## config.mk

```make
export PLATFORM = sky130hd
export DESIGN_NAME = eaglesong_circulant_sequencer_flat
export DESIGN_NICKNAME = d
export VERILOG_FILES = /design/src/rtl/eaglesong_pkg.sv /design/src/rtl/eaglesong_circulant_sequencer_if.sv /design/src/rtl/eaglesong_circulant_lane.sv /design/src/rtl/eaglesong_circulant_sequencer.sv /design/src/flat_wrapper.sv
export SDC_FILE = /design/constraint.sdc
export NUM_CORES = 2
export LEC_CHECK = 0
export BUFFER_PORTS_ARGS = -buffer_cell sky130_fd_sc_hd__buf_2
export CAP_MARGIN = 20
export CORE_AREA = 8 8 394 396
export CTS_BUF_LIST = sky130_fd_sc_hd__clkbuf_4 sky130_fd_sc_hd__clkbuf_8
export CTS_CLUSTER_DIAMETER = 120
export DETAILED_ROUTE_END_ITERATION = 8
export DIE_AREA = 0 0 402 404
export SLEW_MARGIN = 5
export SYNTH_ARGS = -nofsm -noshare
export SYNTH_HDL_FRONTEND = slang
export SYNTH_SLANG_ARGS = --single-unit
```

## constraint.sdc

```tcl
create_clock -name clk -period 3.9 [get_ports clk]
set_input_delay 0.195 -clock clk [delete_from_list [all_inputs] [get_ports clk]]
set_output_delay 0.195 -clock clk [all_outputs]
set_load 0.03 [all_outputs]
```

## src/rtl/eaglesong_pkg.sv

```systemverilog
// Shared constants, FSM encoding and rotate helper for the Eaglesong permutation blocks.
package eaglesong_pkg;

    localparam int EAGLESONG_NUM_WORDS      = 16;
    localparam int EAGLESONG_WORD_WIDTH     = 32;
    localparam int EAGLESONG_COEFS_PER_WORD = 3;
    localparam int EAGLESONG_NUM_COEFS      = 48;
    localparam int EAGLESONG_STATE_W        = EAGLESONG_NUM_WORDS * EAGLESONG_WORD_WIDTH;
    localparam int COEF_INDEX_W             = 6;
    localparam int COEF_W                   = 5;

    typedef enum logic [1:0] {
        IDLE = 2'd0,
        RUN  = 2'd1,
        DONE = 2'd2
    } seq_state_t;

    // Rotating a doubled word keeps the wrapped bits in the upper half, so amount 0 is identity.
    function automatic logic [EAGLESONG_WORD_WIDTH-1:0] rotl32(
        input logic [EAGLESONG_WORD_WIDTH-1:0] x,
        input logic [COEF_W-1:0]               amt
    );
        logic [2*EAGLESONG_WORD_WIDTH-1:0] doubled;
        doubled = {x, x} << amt;
        return doubled[2*EAGLESONG_WORD_WIDTH-1:EAGLESONG_WORD_WIDTH];
    endfunction

endpackage

```

## src/rtl/eaglesong_circulant_sequencer_if.sv

```systemverilog
// Request/result handshake plus the external coefficient ROM port pair of the circulant sequencer.
interface eaglesong_circulant_sequencer_if;
    import eaglesong_pkg::*;

    logic                         start;
    logic                         ready;
    logic [EAGLESONG_STATE_W-1:0] state_in;
    logic [EAGLESONG_STATE_W-1:0] state_out;
    logic                         done;
    logic [COEF_INDEX_W-1:0]      coef_index;
    logic [COEF_W-1:0]            coef_value;

    // The master side owns the request and the ROM data; the sequencer owns addressing and results.
    modport master (
        output start, state_in, coef_value,
        input  ready, state_out, done, coef_index
    );

    modport slave (
        input  start, state_in, coef_value,
        output ready, state_out, done, coef_index
    );

endinterface

```

## src/rtl/eaglesong_circulant_lane.sv

```systemverilog
// One circulant term: rotate the current word by the ROM coefficient and fold it into the accumulator.
module eaglesong_circulant_lane
    import eaglesong_pkg::*;
(
    input  logic [EAGLESONG_WORD_WIDTH-1:0] word,
    input  logic [COEF_W-1:0]               coef,
    input  logic [EAGLESONG_WORD_WIDTH-1:0] acc,
    input  logic [1:0]                      j,
    output logic [EAGLESONG_WORD_WIDTH-1:0] acc_next
);

    logic [EAGLESONG_WORD_WIDTH-1:0] rotated;

    // The first term of a word restarts the accumulator; later terms XOR into it.
    always_comb begin
        rotated  = rotl32(word, coef);
        acc_next = (j == 2'd0) ? rotated : (acc ^ rotated);
    end

endmodule

```

## src/rtl/eaglesong_circulant_sequencer.sv

```systemverilog
// Walks the 16 state words through the 48-entry coefficient ROM, one rotation term per cycle,
// building new_s[i] = rotl(s[i],c[3i]) ^ rotl(s[i],c[3i+1]) ^ rotl(s[i],c[3i+2]).
module eaglesong_circulant_sequencer
    import eaglesong_pkg::*;
(
    input  logic                              clk,
    input  logic                              rst,
    eaglesong_circulant_sequencer_if.slave    bus
);

    localparam logic [COEF_INDEX_W-1:0] LAST_INDEX = COEF_INDEX_W'(EAGLESONG_NUM_COEFS - 1);

    seq_state_t                                                state;
    logic [EAGLESONG_NUM_WORDS-1:0][EAGLESONG_WORD_WIDTH-1:0] s_reg;
    logic [EAGLESONG_NUM_WORDS-1:0][EAGLESONG_WORD_WIDTH-1:0] state_out_q;
    logic [EAGLESONG_WORD_WIDTH-1:0]                           acc;
    logic [EAGLESONG_WORD_WIDTH-1:0]                           lane_out;
    logic [3:0]                                                word_cnt;
    logic [1:0]                                                j_cnt;
    logic [COEF_INDEX_W-1:0]                                   idx;
    logic                                                      done_q;
    logic                                                      ready_q;

    eaglesong_circulant_lane u_lane (
        .word     (s_reg[word_cnt]),
        .coef     (bus.coef_value),
        .acc      (acc),
        .j        (j_cnt),
        .acc_next (lane_out)
    );

    // idx doubles as the ROM address; word_cnt/j_cnt track idx/3 and idx%3 without a divider.
    always_ff @(posedge clk) begin
        if (rst) begin
            state       <= IDLE;
            s_reg       <= '0;
            state_out_q <= '0;
            acc         <= '0;
            word_cnt    <= '0;
            j_cnt       <= '0;
            idx         <= '0;
            done_q      <= 1'b0;
            ready_q     <= 1'b1;
        end else begin
            case (state)
                IDLE: begin
                    if (bus.start) begin
                        s_reg    <= bus.state_in;
                        word_cnt <= '0;
                        j_cnt    <= '0;
                        idx      <= '0;
                        ready_q  <= 1'b0;
                        state    <= RUN;
                    end
                end
                RUN: begin
                    acc <= lane_out;
                    if (j_cnt == 2'd2) begin
                        state_out_q[word_cnt] <= lane_out;
                        j_cnt                 <= 2'd0;
                        word_cnt              <= word_cnt + 4'd1;
                    end else begin
                        j_cnt <= j_cnt + 2'd1;
                    end
                    // Parking the address at 0 keeps the ROM inside its 48 valid entries.
                    if (idx == LAST_INDEX) begin
                        idx    <= '0;
                        done_q <= 1'b1;
                        state  <= DONE;
                    end else begin
                        idx <= idx + 6'd1;
                    end
                end
                DONE: begin
                    done_q  <= 1'b0;
                    ready_q <= 1'b1;
                    state   <= IDLE;
                end
                default: begin
                    state   <= IDLE;
                    done_q  <= 1'b0;
                    ready_q <= 1'b1;
                    idx     <= '0;
                end
            endcase
        end
    end

    assign bus.ready      = ready_q;
    assign bus.done       = done_q;
    assign bus.coef_index = idx;
    assign bus.state_out  = state_out_q;

endmodule

```

## src/flat_wrapper.sv

```systemverilog
// flat-port wrapper written by rule: the top's interface ports become plain ports
module eaglesong_circulant_sequencer_flat import eaglesong_pkg::*;
  (clk, rst, bus_start, bus_state_in, bus_coef_value, bus_ready, bus_state_out, bus_done, bus_coef_index);
  eaglesong_circulant_sequencer_if bus_i ();
  input  logic clk;
  input  logic rst;
  input wire logic [$bits(bus_i.start)-1:0] bus_start;
  input wire logic [$bits(bus_i.state_in)-1:0] bus_state_in;
  input wire logic [$bits(bus_i.coef_value)-1:0] bus_coef_value;
  output wire logic [$bits(bus_i.ready)-1:0] bus_ready;
  output wire logic [$bits(bus_i.state_out)-1:0] bus_state_out;
  output wire logic [$bits(bus_i.done)-1:0] bus_done;
  output wire logic [$bits(bus_i.coef_index)-1:0] bus_coef_index;
  assign bus_i.start = bus_start;
  assign bus_i.state_in = bus_state_in;
  assign bus_i.coef_value = bus_coef_value;
  assign bus_ready = bus_i.ready;
  assign bus_state_out = bus_i.state_out;
  assign bus_done = bus_i.done;
  assign bus_coef_index = bus_i.coef_index;
  eaglesong_circulant_sequencer u_core (.clk(clk), .rst(rst), .bus(bus_i));
endmodule
```

==> After elaboration in Yosys (flattened, before gate mapping) <==
Index checks and enable logic that the tools add are counted.
{ "word_totals": {"register_bits": 1072, "latchBits": 0, "ram_bits": 0, "rom_bits": 0, "wordCells": 90, "memories": 0} }
{ "classes": {"add_sub_neg": 3, "n_mul": 0, "div_mod_pow": 0, "order_cmp": 2, "n_eq_ne": 7, "n_shift": 1, "muxes": 22, "bitwise": 4, "reduce_logical": 12} }
{ "ops": {"columns": ["op", "n"], "rows": [
  ["$bwmux W512", 1],
  ["$bmux W32 S4", 1],
  ["$demux W32 S4", 1],
  ["$mux W32", 3],
  ["$shl A64 B5 Y64", 1],
  ["$xor A32 B32 Y32", 1],
  ["$pmux W6 S3", 1],
  ["$reduce_and A2 Y1", 7],
  ["$mux W6", 2],
  ["$mux W2", 4],
  ["$mux W4", 2],
  ["$pmux W2 S2", 2],
  ["$pmux W4 S2", 1],
  ["$add A6 B1 Y6 const B", 1],
  ["$eq A6 B6 Y1 const B", 1],
  ["$lt A4 B5 Y1 const B", 1],
  ["$add A4 B1 Y4 const B", 1],
  ["$eq A2 B2 Y1 const B", 2],
  ["$ge A4 B1 Y1 const B", 1],
  ["$logic_not A2 Y1", 2],
  ["$ne A2 B1 Y1 const B", 2],
  ["$pmux W1 S2", 2],
  ["$not A1 Y1", 3],
  ["$reduce_and A3 Y1", 1],
  ["6 further kinds", 7]
]} }

==> Logic depth before layout (Yosys ltp) <==
{ "depth": {"depth_word": 6, "depth_mapped": 16, "mapped_depth_nobuf": 9} }

==> Modules after synthesis <==
A second synthesis with hierarchy kept.
{ "unflattened": {"hier_cells": 5300, "hier_area_um2": 43849.6} }
{ "modules_own_cells": {"columns": ["mod", "n_inst", "cells_each", "area_each_um2", "seq_area_each_um2"], "rows": [
  ["eaglesong_circulant_sequencer", 1, 5035, 41502.3, 21460.6],
  ["eaglesong_circulant_lane", 1, 265, 2347.3, 0.0]
]} }

==> Worst setup path before layout <==
Ideal clock, no wire load.
{ "synth_timing": {"path_type": "reg2reg", "start": "reg u_core.word_cnt[1]", "end": "reg u_core.state_out_q (netlist bit u_core.bus.state_out[199])", "setup_ns": 0.133, "arrival_time_ns": 3.145, "t_required_ns": 3.767, "setup_slack_ns": 0.622, "path_stages_with_launch": 14, "n_path_buf": 4, "synth_period_minus_slack_ns": 3.278, "path_cell_list": "dfxtp_1 > buf_4 > buf_6 > buf_2 > mux2i_1 > o22ai_1 > nor4_1 > nand3_1 > mux2i_1 > mux2i_1 > mux4_2 > xor2_1 > buf_6 > o22ai_2"} }
{ "synth_via": {"elab_chain_len": 6, "elab_cells_between_ends": 11, "cone_classes": "order compare (2); shift (1); mux (6); bitwise (1); reduce/logical (1)"} }
{ "synth_rtl": {"columns": ["element", "line", "source"], "rows": [
  ["start, declared", "eaglesong_circulant_sequencer.sv:18", "logic [3:0] word_cnt;"],
  ["start signal, assigned", "eaglesong_circulant_sequencer.sv:61", "word_cnt <= word_cnt + 4'd1;"],
  ["$bmux W32 S4", "eaglesong_circulant_sequencer.sv:25", ".word (s_reg[word_cnt]),"],
  ["$mux W32 (not written as such)", "eaglesong_circulant_sequencer.sv:25", null],
  ["$shl A64 B5 Y64", "eaglesong_pkg.sv:24", "doubled = {x, x} << amt;"],
  ["$xor A32 B32 Y32", "eaglesong_circulant_lane.sv:17", "acc_next = (j == 2'd0) ? rotated : (acc ^ rotated);"],
  ["$mux W32", "eaglesong_circulant_lane.sv:17", null],
  ["$bwmux W512 *", "eaglesong_circulant_sequencer.sv:59", "state_out_q[word_cnt] <= lane_out;"],
  ["end signal, assigned by index", "eaglesong_circulant_sequencer.sv:59", null],
  ["end, declared", "eaglesong_circulant_sequencer.sv:15", "logic [EAGLESONG_NUM_WORDS-1:0][EAGLESONG_WORD_WIDTH-1:0] state_out_q;"]
]} }
Every way passes the cells marked *; elsewhere a longest branch is shown, timed or not. The select of a mux whose other input is x is not followed.
A chain may end at the register's enable or synchronous reset.

==> Worst setup path in the final report <==
{ "layout_timing": {"start": "reg u_core.word_cnt[1]", "end": "reg u_core.state_out_q (netlist bit u_core.bus.state_out[436])"} }
Same word-level chain as after synthesis.

==> results_dict.tcl <==
set metrics [dict create \
    port_buffers 1039 \
    ys.flop_type "dfxtp_1" \
    placed_area_um2 54100 \
    synth_top_cell_by_area "dfxtp_1" \
    ys_warn_count 0 \
    hold_violations 0 \
    fin_area_um2 73500 \
    worst_pin_slew_ns 1.37 \
    drive_above_1_share_pct 27.8 \
    die_x_um 402 \
    whs_ns 0.128 \
    worst_slack_ns -0.0221 \
    setup_viol 9 \
    startpoint "u_core.word_cnt[1]" \
    synth_nets 5763 \
    area_growth_syn_to_layout_pct 66.9 \
    grt_pass1_wl_um 365000 \
    crit_chain "buf_12 -> buf_16 -> buf_12 -> mux2i_1 -> a22oi_2 -> buf_4 -> nand3_1 -> nand4_1 -> nand2_1 -> mux2_2 -> mux4_2 -> xnor2_4 -> buf_12 -> clkbuf_16 -> o22ai_1" \
    endpoint_kind "flip-flop" \
    crit_family "multiplexers" \
    yosysMostFrequentCell "nand2_1" \
    ys_seq_elements 1072 \
    drv_slew 0 \
    cts_tree "yes" \
    grt_pass1_vias 54270 \
    dp.cells 8145 \
    n_fill_cell 12609 \
    synthTopCellsByArea "dfxtp_1, nand2_1, a21oi_1" \
    hpwl_um 158000 \
    path_buf_inv 6 \
    antenna_found_initial 29 \
    timing.rr.start "u_core.word_cnt[1]" \
    hold_path_class "in -> reg" \
    cts-root-buf "clkbuf_8" \
    leakage_nw 30.5 \
    gp_congestion 0.895 \
    vias 55587 \
    die_area_um2 162000 \
    syn_area_per_cell_um2 8.41 \
    core_um2 149000 \
    die_height_um 404 \
    layout.nets 8245 \
    relSlewSlack_pct 8.78 \
    finClkSkew_ns 0.0746 \
    synth_common_cells "nand2_1, dfxtp_1, a21oi_1" \
    status "finished with violations" \
    ant_nets 0 \
    first_pass_iters 9 \
    wire_per_inst_um 27.2 \
    cts_buffers 181 \
    io_pins 1040 \
    grtUsageTotal_pct 29.4 \
    p_per_area_nw_per_um2 382 \
    period_share_pct 101 \
    fin_crit_ns 3.92 \
    worst_skew_pair.late_latency_ns 0.94 \
    numClockSinks 1072 \
    drc 0 \
    cp_slowest_cell "mux4_2" \
    peakVddDrop_v 0.000254 \
    arrival_ns 4.66 \
    violations "setup timing" \
    drt_iter0_drc 6554 \
    grt_overflow_total 0 \
    fin_cells 9834 \
    async_flop_share_pct 0 \
    start_util_pct 29.6 \
    finalSetupTns_ns -0.0864 \
    hp-start "bus_state_in[479]" \
    critPathMostFrequentCell "buf_12" \
    synthDistinctLibCells 67 \
    crit_required_ns 4.64 \
    critPathMaxFanout 15 \
    syn_area_um2 44000 \
    synth_edf_count 0 \
    via_per_inst 5.65 \
    rsz0062_at_grt "yes" \
    r2r_slack_ns -0.02 \
    criticalPathCategory "reg -> reg" \
    synth_top_area_share_pct 48.7 \
    fmax_mhz 255 \
    worst_setup_path_start_kind "flip-flop" \
    syn_inst 5238 \
    cts.path.max_buffers 3 \
    synth_seq_area_share_pct 48.7 \
    core.rowCount 142 \
    h-tree-depth 4 \
    cap_violations 0 \
    cp_slowest_stage_delay_ns 0.55 \
    cts.reportedPaths.clkPinSlew_ns 0.06 \
    grt_max_degree 204 \
    wirelength_um 268000 \
]
[cell type report]
type                       instances  area [um2]  share of cell area (%)
antenna                           25        62.6                  0.0851
inverter                           9        41.3                  0.0562
clock buffer                     280        3490                    4.75
timing repair buffer            2784       23200                    31.5
tap                             1944        2430                    3.31
sequential                      1072       21500                    29.2
multi-input combinational       3672       22300                    30.3
clock inverter                    48         549                   0.747
[report_power, final]
group | internal [mW] | leakage, nW | total [mW] | switching [mW]
clock network | 6.18 | 2.14 | 11.4 | 5.22
logic | 2.31 | 19.7 | 5.03 | 2.71
registers | 11.3 | 8.72 | 11.6 | 0.333
total | 19.8 | 30.5 | 28.1 | 8.27
[cells by family after synthesis]
kind of cell | Yosys count | share of synthesized area, %
simple gates | 1834 | 16.9
compound gates | 1476 | 20.0
flops | 1072 | 48.7
buf+inv | 494 | 4.92
mux | 325 | 8.13
xor+xnor | 32 | 1.20
fa+ha+maj | 5 | 0.142
[worst paths after layout]
check	endpoint	cells after the start
worst max register to register	u_core.bus.state_out[436]	15
worst min-delay path	u_core.s_reg[479]	4
worst max-delay path	u_core.bus.state_out[436]	15
worst min register to register	u_core.s_reg[169]	2
[metrics by stage]
stage	util (%)	setup WS [ns]	power (mW)
2_1_floorplan	-	0.622	13.3
3_3_place_gp	36.2	-0.781	15.1
3_5_place_dp	36.3	-0.778	15.2
4_1_cts	48.0	-0.175	27.4
5_1_grt	49.4	-0.0850	28.9
6_report	49.4	-0.0221	28.1
[worst min-delay path: stages]
cell           delay, ns
dlygate4sd3_1       0.53
buf_2               0.13
nand2_1             0.07
a21oi_1             0.06
[layer usage]
layer  track usage (%)  part of all wire, %  vias up
met5             0.263                0.027        -
met4              17.5                  8.0       10
met3              7.85                   10     1325
met2              48.8                   46     4531
met1              34.1                   36    26276
li1                  -                    -    23445
[what timing repair did]
| item | 4_1_cts | 5_1_grt |
|---|---|---|
| pin swaps | 9 | 48 |
| hold buffers | 1265 | 0 |
| setup endpoints to repair | 538 | 538 |
| gates resized for setup | 104 | 212 |
| endpoints found under the hold margin | 540 | 0 |
| setup buffers | 7 | 51 |
| cloned | 2 | 9 |
[placed cells by master, fill, tap and decap left out, types with 10 or more instances in the layout]
| cell | count |
|---|---|
| a211oi_1 | 13 |
| a21oi_1 | 625 |
| a22o_1 | 10 |
| a22oi_1 | 61 |
| a22oi_2 | 31 |
| a2bb2oi_1 | 10 |
| a31oi_1 | 40 |
| buf_12 | 95 |
| buf_16 | 14 |
| buf_2 | 1038 |
| buf_4 | 343 |
| buf_6 | 15 |
| clkbuf_4 | 58 |
| clkbuf_8 | 222 |
| clkinv_2 | 20 |
| dfxtp_1 | 1069 |
| diode_2 | 25 |
| dlygate4sd3_1 | 1265 |
| mux2_2 | 17 |
| mux2i_1 | 188 |
| mux2i_2 | 52 |
| mux2i_4 | 43 |
| mux4_2 | 21 |
| nand2_1 | 1503 |
| nand3_1 | 94 |
| nand3_2 | 14 |
| nand4_1 | 24 |
| nor2_1 | 59 |
| nor2_4 | 13 |
| nor3_1 | 15 |
| nor4_2 | 16 |
| o21ai_0 | 120 |
| o22ai_1 | 461 |
| o22ai_2 | 26 |
| o31a_1 | 10 |
| or3_1 | 11 |
| xnor2_4 | 17 |
Power figures use the tool's default switching activity.
